### config.mk
export PLATFORM = sky130hd
export DESIGN_NAME = display_scheduler_flat
export DESIGN_NICKNAME = d
export VERILOG_FILES = /design/src/rtl/display_pkg.sv /design/src/rtl/display_scheduler_if.sv /design/src/rtl/bcd_shift_unit.sv /design/src/rtl/display_scheduler.sv /design/src/flat_wrapper.sv
export SDC_FILE = /design/constraint.sdc
export NUM_CORES = 1
export LEC_CHECK = 0
export BUFFER_PORTS_ARGS = -buffer_cell sky130_fd_sc_hd__clkbuf_2
export CORE_UTILIZATION = 51
export CTS_CLUSTER_DIAMETER = 30
export DETAILED_ROUTE_END_ITERATION = 8
export GPL_ROUTABILITY_DRIVEN = 0
export PLACE_DENSITY_LB_ADDON = 0.05
export SLEW_MARGIN = 20
export SYNTH_ARGS = -nofsm -noshare
export SYNTH_HDL_FRONTEND = slang
export SYNTH_HIERARCHICAL = 1
export SYNTH_SLANG_ARGS = --single-unit
### constraint.sdc
create_clock -name clk -period 1.75 [get_ports clk]
set_clock_uncertainty 0.05 [all_clocks]
set_input_delay 0 -clock clk [delete_from_list [all_inputs] [get_ports clk]]
set_output_delay 0 -clock clk [all_outputs]
set_load 0.005 [all_outputs]
### src/rtl/display_pkg.sv
// display_pkg: shared state type and widths for the display scheduler
package display_pkg;
    typedef enum logic [2:0] {SELECT, LOAD, SHIFT, COMMIT, WAIT} disp_state_t;
    localparam int IN_WIDTH = 12;
    localparam int BCD_DIGITS = 4;
    localparam int SHIFT_ITERS = 12;
endpackage

### src/rtl/display_scheduler_if.sv
// display_scheduler_if: source requests in, registered BCD digits and status out
interface display_scheduler_if #(parameter int NUM_SRC = 4);
    localparam int SEL_W = NUM_SRC > 1 ? $clog2(NUM_SRC) : 1;
    logic [NUM_SRC*display_pkg::IN_WIDTH-1:0] src_data;
    logic [NUM_SRC-1:0] src_valid;
    logic next;
    logic hold;
    logic [SEL_W-1:0] sel;
    logic [3:0] bcd3, bcd2, bcd1, bcd0;
    logic blank;
    logic busy;
    logic done;
    modport master(output src_data, src_valid, next, hold,
                   input sel, bcd3, bcd2, bcd1, bcd0, blank, busy, done);
    modport slave(input src_data, src_valid, next, hold,
                  output sel, bcd3, bcd2, bcd1, bcd0, blank, busy, done);
endinterface

### src/rtl/bcd_shift_unit.sv
// bcd_shift_unit: 12-iteration shift-add-3 binary to BCD converter
module bcd_shift_unit
    import display_pkg::*;
(
    input  logic clk,
    input  logic reset_n,
    input  logic start,
    input  logic [IN_WIDTH-1:0] bin,
    output logic busy,
    output logic done,
    output logic [BCD_DIGITS*4-1:0] bcd
);
    logic [BCD_DIGITS*4+IN_WIDTH-1:0] sr, adj;
    logic [3:0] iter;
    always_comb begin
        adj = sr;
        for (int i = 0; i < BCD_DIGITS; i++)
            adj[IN_WIDTH+4*i +: 4] = sr[IN_WIDTH+4*i +: 4] >= 4'd5 ? sr[IN_WIDTH+4*i +: 4] + 4'd3 : sr[IN_WIDTH+4*i +: 4];
    end
    // done flags the final iteration so the caller can leave SHIFT on the same edge
    assign done = busy && iter == 4'(SHIFT_ITERS - 1);
    assign bcd = sr[BCD_DIGITS*4+IN_WIDTH-1 -: BCD_DIGITS*4];
    always_ff @(posedge clk) begin
        if (!reset_n) begin
            sr <= '0;
            iter <= '0;
            busy <= 1'b0;
        end else if (start) begin
            sr <= {{(BCD_DIGITS*4){1'b0}}, bin};
            iter <= '0;
            busy <= 1'b1;
        end else if (busy) begin
            sr <= adj << 1;
            iter <= iter + 4'd1;
            busy <= !done;
        end
    end
endmodule

### src/rtl/display_scheduler.sv
// display_scheduler: round-robin source sequencer feeding a 4-digit BCD display
module display_scheduler
    import display_pkg::*;
#(
    parameter int NUM_SRC = 4,
    parameter int DWELL_CYCLES = 50_000_000
) (
    input logic clk,
    input logic reset_n,
    display_scheduler_if.slave bus
);
    localparam int SEL_W = NUM_SRC > 1 ? $clog2(NUM_SRC) : 1;
    localparam int CNT_W = $clog2(DWELL_CYCLES + 1);
    disp_state_t state;
    logic [SEL_W-1:0] hi, lo;
    logic [CNT_W-1:0] cnt;
    logic [IN_WIDTH-1:0] cur_data;
    logic [BCD_DIGITS*4-1:0] u_bcd;
    logic hi_ok, cur_ok, any_valid, next_req, wait_exit, pend, keep, u_busy, u_done;
    always_comb begin
        hi = bus.sel;
        lo = bus.sel;
        hi_ok = 1'b0;
        cur_ok = 1'b0;
        cur_data = '0;
        for (int j = NUM_SRC - 1; j >= 0; j--) begin
            if (j == int'(bus.sel)) cur_data = bus.src_data[IN_WIDTH*j +: IN_WIDTH];
            if (bus.src_valid[j]) begin
                lo = SEL_W'(j);
                if (j == int'(bus.sel)) cur_ok = 1'b1;
                if (j > int'(bus.sel)) begin
                    hi = SEL_W'(j);
                    hi_ok = 1'b1;
                end
            end
        end
    end
    assign any_valid = |bus.src_valid;
    assign next_req = pend | bus.next;
    assign wait_exit = state == WAIT && (cnt == CNT_W'(DWELL_CYCLES - 1) || next_req);
    bcd_shift_unit u_conv (
        .clk(clk), .reset_n(reset_n), .start(state == LOAD), .bin(cur_data),
        .busy(u_busy), .done(u_done), .bcd(u_bcd)
    );
    // keep starts set so the first pick after reset may be source 0 itself
    always_ff @(posedge clk) begin
        if (!reset_n) begin
            state <= SELECT;
            bus.sel <= '0;
            {bus.bcd3, bus.bcd2, bus.bcd1, bus.bcd0} <= '0;
            bus.blank <= 1'b1;
            bus.busy <= 1'b0;
            bus.done <= 1'b0;
            pend <= 1'b0;
            keep <= 1'b1;
            cnt <= '0;
        end else begin
            bus.done <= state == COMMIT;
            bus.busy <= (state == SELECT && any_valid) || state == LOAD || (state == SHIFT && u_busy && !u_done);
            pend <= !wait_exit && next_req;
            case (state)
                SELECT: begin
                    bus.blank <= any_valid ? bus.blank : 1'b1;
                    bus.sel <= keep && cur_ok ? bus.sel : hi_ok ? hi : lo;
                    state <= any_valid ? LOAD : SELECT;
                end
                LOAD: state <= SHIFT;
                SHIFT: state <= u_done ? COMMIT : SHIFT;
                COMMIT: begin
                    {bus.bcd3, bus.bcd2, bus.bcd1, bus.bcd0} <= u_bcd;
                    bus.blank <= 1'b0;
                    cnt <= '0;
                    state <= WAIT;
                end
                WAIT: begin
                    cnt <= cnt + 1'b1;
                    keep <= wait_exit ? bus.hold && !next_req : keep;
                    state <= wait_exit ? SELECT : WAIT;
                end
                default: state <= SELECT;
            endcase
        end
    end
endmodule
### src/flat_wrapper.sv
// flat-port wrapper written by rule: the top's interface ports become plain ports
module display_scheduler_flat import display_pkg::*;
#(
    parameter int NUM_SRC = 4,
    parameter int DWELL_CYCLES = 50_000_000
)
  (clk, reset_n, bus_src_data, bus_src_valid, bus_next, bus_hold, bus_sel, bus_bcd3, bus_bcd2, bus_bcd1, bus_bcd0, bus_blank, bus_busy, bus_done);
  display_scheduler_if #(.NUM_SRC(NUM_SRC)) bus_i ();
  input logic clk;
  input logic reset_n;
  input wire logic [$bits(bus_i.src_data)-1:0] bus_src_data;
  input wire logic [$bits(bus_i.src_valid)-1:0] bus_src_valid;
  input wire logic [$bits(bus_i.next)-1:0] bus_next;
  input wire logic [$bits(bus_i.hold)-1:0] bus_hold;
  output wire logic [$bits(bus_i.sel)-1:0] bus_sel;
  output wire logic [$bits(bus_i.bcd3)-1:0] bus_bcd3;
  output wire logic [$bits(bus_i.bcd2)-1:0] bus_bcd2;
  output wire logic [$bits(bus_i.bcd1)-1:0] bus_bcd1;
  output wire logic [$bits(bus_i.bcd0)-1:0] bus_bcd0;
  output wire logic [$bits(bus_i.blank)-1:0] bus_blank;
  output wire logic [$bits(bus_i.busy)-1:0] bus_busy;
  output wire logic [$bits(bus_i.done)-1:0] bus_done;
  assign bus_i.src_data = bus_src_data;
  assign bus_i.src_valid = bus_src_valid;
  assign bus_i.next = bus_next;
  assign bus_i.hold = bus_hold;
  assign bus_sel = bus_i.sel;
  assign bus_bcd3 = bus_i.bcd3;
  assign bus_bcd2 = bus_i.bcd2;
  assign bus_bcd1 = bus_i.bcd1;
  assign bus_bcd0 = bus_i.bcd0;
  assign bus_blank = bus_i.blank;
  assign bus_busy = bus_i.busy;
  assign bus_done = bus_i.done;
  display_scheduler #(.NUM_SRC(NUM_SRC), .DWELL_CYCLES(DWELL_CYCLES)) u_core (.clk(clk), .reset_n(reset_n), .bus(bus_i));
endmodule
After elaboration in Yosys (flattened, before gate mapping) --
Cells that the tools add are included.
Storage, ports and cells: register bits after elaboration 85, input bits 56
Operators by class: $add $sub $neg 6, order comparisons 7, eq/ne operators 10, multiplexer cells 44, bitwise logic cells 3, reduce and logical (&&, ||, !) cells 25
Operator list (number):
- 12-bit 2-to-1 mux | 6
- 26-bit case mux with 2 select lines | 1
- 26-bit by 1-bit adder with 26-bit output (second input constant) | 1
- 26-bit equality test (second input constant) | 1
- 2-bit 2-to-1 mux | 11
- 1-bit 2-to-1 mux | 19
- 4-bit by 3-bit greater-or-equal comparator with 1-bit output (second input constant) | 4
- 3-bit case mux with 5 select lines | 1
- 4-bit by 2-bit adder with 4-bit output (second input constant) | 3
- 4-bit 2-to-1 mux | 3
- 1-bit logical AND | 8
- 3-bit by 2-bit equality test with 1-bit output (second input constant) | 2
- 3-bit 2-to-1 mux | 2
- 2-bit nonzero test | 3
- 5-bit nonzero test | 1
- 4-bit by 1-bit adder with 4-bit output (second input constant) | 1
- 2-bit equality test (first input constant) | 2
- 4-bit equality test (second input constant) | 1
- 2-bit > comparator (first input constant) | 2
- 2-bit AND reduction | 2
- 4-bit OR reduction | 1
- 3-bit by 2-bit adder with 3-bit output (second input constant) | 1
- 3-bit by 1-bit equality test with 1-bit output (second input constant) | 1
- 3-bit equality test (second input constant) | 1
- other kinds (12) | 17

Depth between registers and ports, before layout --
word-level depth 12, depth in mapped cells 8, gate-level depth less buffers 5

Hierarchy --
The synthesis kept the hierarchy.
Modules (own cells, without submodules):
- display_scheduler | instances 1, cells an instance 319, area each 2763.9 sq um, sequential area each 1041.0 sq um
- bcd_shift_unit | instances 1, cells an instance 219, area each 1890.6 sq um, sequential area each 660.6 sq um

Worst setup path before layout --
No wires, ideal clock.
path kind reg2reg, from register u_core.bus.sel[0], to register u_core.u_conv.sr[9], library setup time 115 ps, arrival time 1725 ps, data required time 1585 ps, slack -140 ps, cell stages (with the launch flop) 7, buffers on the path 2, clock period less this slack 1890 ps, cells stage by stage dfxtp_1 clkbuf_1 buf_2 mux4_2 nand2_1 o21ai_0 and2_1
Between the ends: word-level cells in the longest chain between the ends 6, elaborated cells on any way between the ends 9
Ends and longest elaborated chain:
- start, declared | line display_scheduler_if.sv:16 | output sel, bcd3, bcd2, bcd1, bcd0, blank, busy, done);
- start signal, assigned | line display_scheduler.sv:64 | bus.sel <= keep && cur_ok ? bus.sel : hi_ok ? hi : lo;
- 1-bit by 2-bit equality test with 1-bit output | line display_scheduler.sv:27 | if (j == int'(bus.sel)) cur_data = bus.src_data[IN_WIDTH*j +: IN_WIDTH];
- 12-bit 2-to-1 mux (3 in a row) | line display_scheduler.sv:27
- 12-bit 2-to-1 mux * | line display_scheduler.sv:27
- net u_core.cur_data[9] | line display_scheduler.sv:17 | logic [IN_WIDTH-1:0] cur_data;
- 12-bit 2-to-1 mux * | line bcd_shift_unit.sv:28 | end else if (start) begin
- end signal, assigned | line bcd_shift_unit.sv:29 | sr <= {{(BCD_DIGITS*4){1'b0}}, bin};
- end signal, assigned | line bcd_shift_unit.sv:33 | sr <= adj << 1;
- end, declared | line bcd_shift_unit.sv:13 | logic [BCD_DIGITS*4+IN_WIDTH-1:0] sr, adj;
The timed path passes the listed nets; every way through them passes the cells marked *. A chain may end at the register's enable or synchronous reset.

Worst setup path after layout --
from register u_core.state[0], to register u_core.cnt[16]
Between the ends: word-level cells in the longest chain between the ends 2, elaborated cells on any way between the ends 4
Ends and longest elaborated chain:
- start, declared | line display_scheduler.sv:14 | disp_state_t state;
- start signal, assigned | line display_scheduler.sv:65 | state <= any_valid ? LOAD : SELECT;
- start signal, assigned | line display_scheduler.sv:68 | SHIFT: state <= u_done ? COMMIT : SHIFT;
- start signal, assigned | line display_scheduler.sv:78 | state <= wait_exit ? SELECT : WAIT;
- 3-bit equality test / 3-bit by 2-bit equality test with 1-bit output (equally long branches) | line display_scheduler.sv:61 | case (state)
- 26-bit case mux with 2 select lines / 2-bit nonzero test (equally long branches)
- end signal, assigned | line display_scheduler.sv:76 | cnt <= cnt + 1'b1;
- end, declared | line display_scheduler.sv:16 | logic [CNT_W-1:0] cnt;
Several ways; a longest one is shown, not always the timed one.

==> out/results.txt <==
status -> complete, no violations
initial antenna violation count -> 0
Reg clk slew, reported paths -> 90 ps
dpl hpwl -> 7410 µm
GR peak layer -> met2
syn_area_per_cell -> 8.65 µm²
dpl cells -> 710
clock buffer depth -> 2
GR Util All Layers -> 22.5%
post-synth net total -> 604
final worst path period share -> 98.7%
async set or reset register ratio after synthesis -> 0%
Cells after Synth -> 538
setup violators final -> 0
setup ws final -> 23.3 ps
area grow syn2layout -> 18.1%
Yosys cell types -> 54
clk_lat worst skew -> 350 ps
worst slack, placed -> -41.2 ps
IO Pins -> 77
setup_tns -> 0 ps
ANT nets after route -> 0
Post-route DRC -> 0
worst-path fanout max -> 5
GRT met2 Usage -> 37.0%
CTS tree -> yes
WP data arrival -> 1960 ps
Die W -> 97.5 µm
power per cell area -> 899 mW/mm²
vias in the first global route -> 3840
port buffer count -> 76
FP Rows -> 34
Crit Path Class -> flip-flop to flip-flop
via count -> 4185
critical path data required time -> 1990 ps
crit path launch type -> flip-flop
initial core utilization -> 53.1%
synthesis-stage register bit count -> 85
antenna fix cells -> 0
fin area -> 0.00550 mm²
first-pass GRT wire length -> 17700 µm
initial DRC count -> 200
die area -> 0.00951 mm²
FMAX -> 579 MHz
CTS root buf -> clkbuf_8
Final Instance Count excl. Fillers -> 730
TritonCTS buffer count -> 9
met3 Use GR -> 4.10%
Max IR drop VDD -> 0.509 mV
largest net degree at the start of global routing -> 35
Final Util -> 62.7%
Slew Limit Headroom -> 68.4%
post-synthesis sequential area ratio -> 36.6%
Ys Warns -> 6
EDFF count, synth -> 0
worst-margin pin slew -> 474 ps
share of cells above drive strength 1 -> 25.2%
Core Area -> 0.00876 mm²
fin. max-slew vios -> 0
total grt overflow -> 0
cell area after placement -> 0.00519 mm²
Power, Total -> 4.94 mW
synthesized area -> 0.00465 mm²
worst hold slack -> 23.2 ps
main flop type after synthesis -> dfxtp_1
nets -> 683
Max-cap violations -> 0
Hold Path Class -> input port to flip-flop
vias per cell -> 5.73
DR pass1 iterations -> 4
met1 usage -> 30.3%
clock sinks -> 85
crit end category -> flip-flop
Die Y -> 97.5 µm
min Tclk post-route -> 1730 ps
Routed wire per std cell -> 14.2 µm
H-tree levels -> 3
endpoints failing hold -> 0
leak pwr -> 1.99 nW
Post-Route WL -> 10400 µm
## cells by family (layout without fill, tap and decap cells)
family	Yosys count	in the layout	synth area share (%)
AOI/OAI and AO/OA	119	119	15.5
xor gates and xnor gates	4	4	0.753
adders and majority gates	10	10	2.69
buffers and inverters	56	140	6.34
DFF	85	85	36.6
muxes	34	34	10.8
and+or+nand+nor	230	230	27.3
## area by class of cell
cell class / count / area [µm²]
fillers: 781 / 3260
clock inverters: 4 / 56.3
flip-flops and latches: 85 / 1720
repair buffers: 109 / 672
well taps: 108 / 135
clock buffers: 12 / 155
inverters: 15 / 56.3
multi-input cells: 397 / 2710
## layout by cell type, fill, tap and decap left out, drive strengths merged, types with 8 or more instances in the layout
cell type	netlist	layout
clkbuf	17	88
dfxtp	85	85
nand2	69	69
a21oi	53	53
buf	24	31
o21ai	26	26
nor2	25	25
nand3	24	24
mux2i	21	21
nand2b	18	18
inv	15	15
mux4	13	13
or4	12	12
o211ai	12	12
and2	12	12
or3	10	10
ha	10	10
nand4	9	9
o311ai	8	8
## state kept, by name, indices dropped and copies added, names as in the netlist
register            count
u_core/u_conv/sr       28
u_core/cnt             26
u_core/bus.bcd0         4
u_core/bus.bcd1         4
u_core/bus.bcd2         4
u_core/bus.bcd3         4
u_core/u_conv/iter      4
u_core/state            3
u_core/bus.sel          2
u_core/bus.blank        1
u_core/bus.busy         1
u_core/bus.done         1
u_core/keep             1
u_core/pend             1
u_core/u_conv/busy      1
## synthesized netlist by cell type, drive strengths merged (7+ instances only)
cell type,number,area (µm²)
dfxtp,85,1700
nand2,69,259
a21oi,53,265
o21ai,26,130
nor2,25,93.8
buf,24,175
nand3,24,125
mux2i,21,210
nand2b,18,120
clkbuf,17,63.8
inv,15,56.3
mux4,13,293
and2,12,75.1
o211ai,12,90.1
or4,12,90.1
ha,10,125
or3,10,62.6
nand4,9,56.3
o311ai,8,70.1
a31oi,7,43.8
nand3b,7,52.6
nor4,7,43.8
## worst max-delay path: stages, from the launching register on
cell,delay [ps]
dfxtp_2,350
nor3b_4,310
nand4_1,230
buf_6,180
or4_1,390
a21oi_1,160
## power by group
group	internal (mW)	leakage, nW	total [mW]	switching, mW
Clock	0.747	0.107	1.44	0.698
Sequential	2.07	0.693	2.23	0.152
Combinational	0.643	1.19	1.27	0.628
## final timing paths
path                                    startpoint  slack, ps  cells after the start                 end
worst max-delay path               u_core/state[0]         20                      5      u_core/cnt[16]
worst min-delay path                       reset_n         20                      3      u_core/cnt[14]
worst max register to register     u_core/state[0]         20                      5      u_core/cnt[16]
worst min register to register  u_core/bus.bcd3[1]        410                      2  u_core/bus.bcd3[1]
## layer usage
| layer | wire length, µm | vias up |
|---|---|---|
| li1 | - | 2119 |
| met1 | 4990 | 1933 |
| met2 | 4760 | 124 |
| met3 | 529 | 9 |
| met4 | 99 | 0 |
| met5 | 0 | - |
## what timing repair did
item / in CTS / in global routing
endpoints found under the hold margin: 3 / 0
gates cloned: 0 / 1
gates resized for setup: 2 / 18
endpoints found under the setup margin: 2 / 15
pin swaps: 0 / 5
hold buffers: 2 / 0
buffers inserted: 0 / 1
Note: power is estimated with default switching activity, not from simulation.
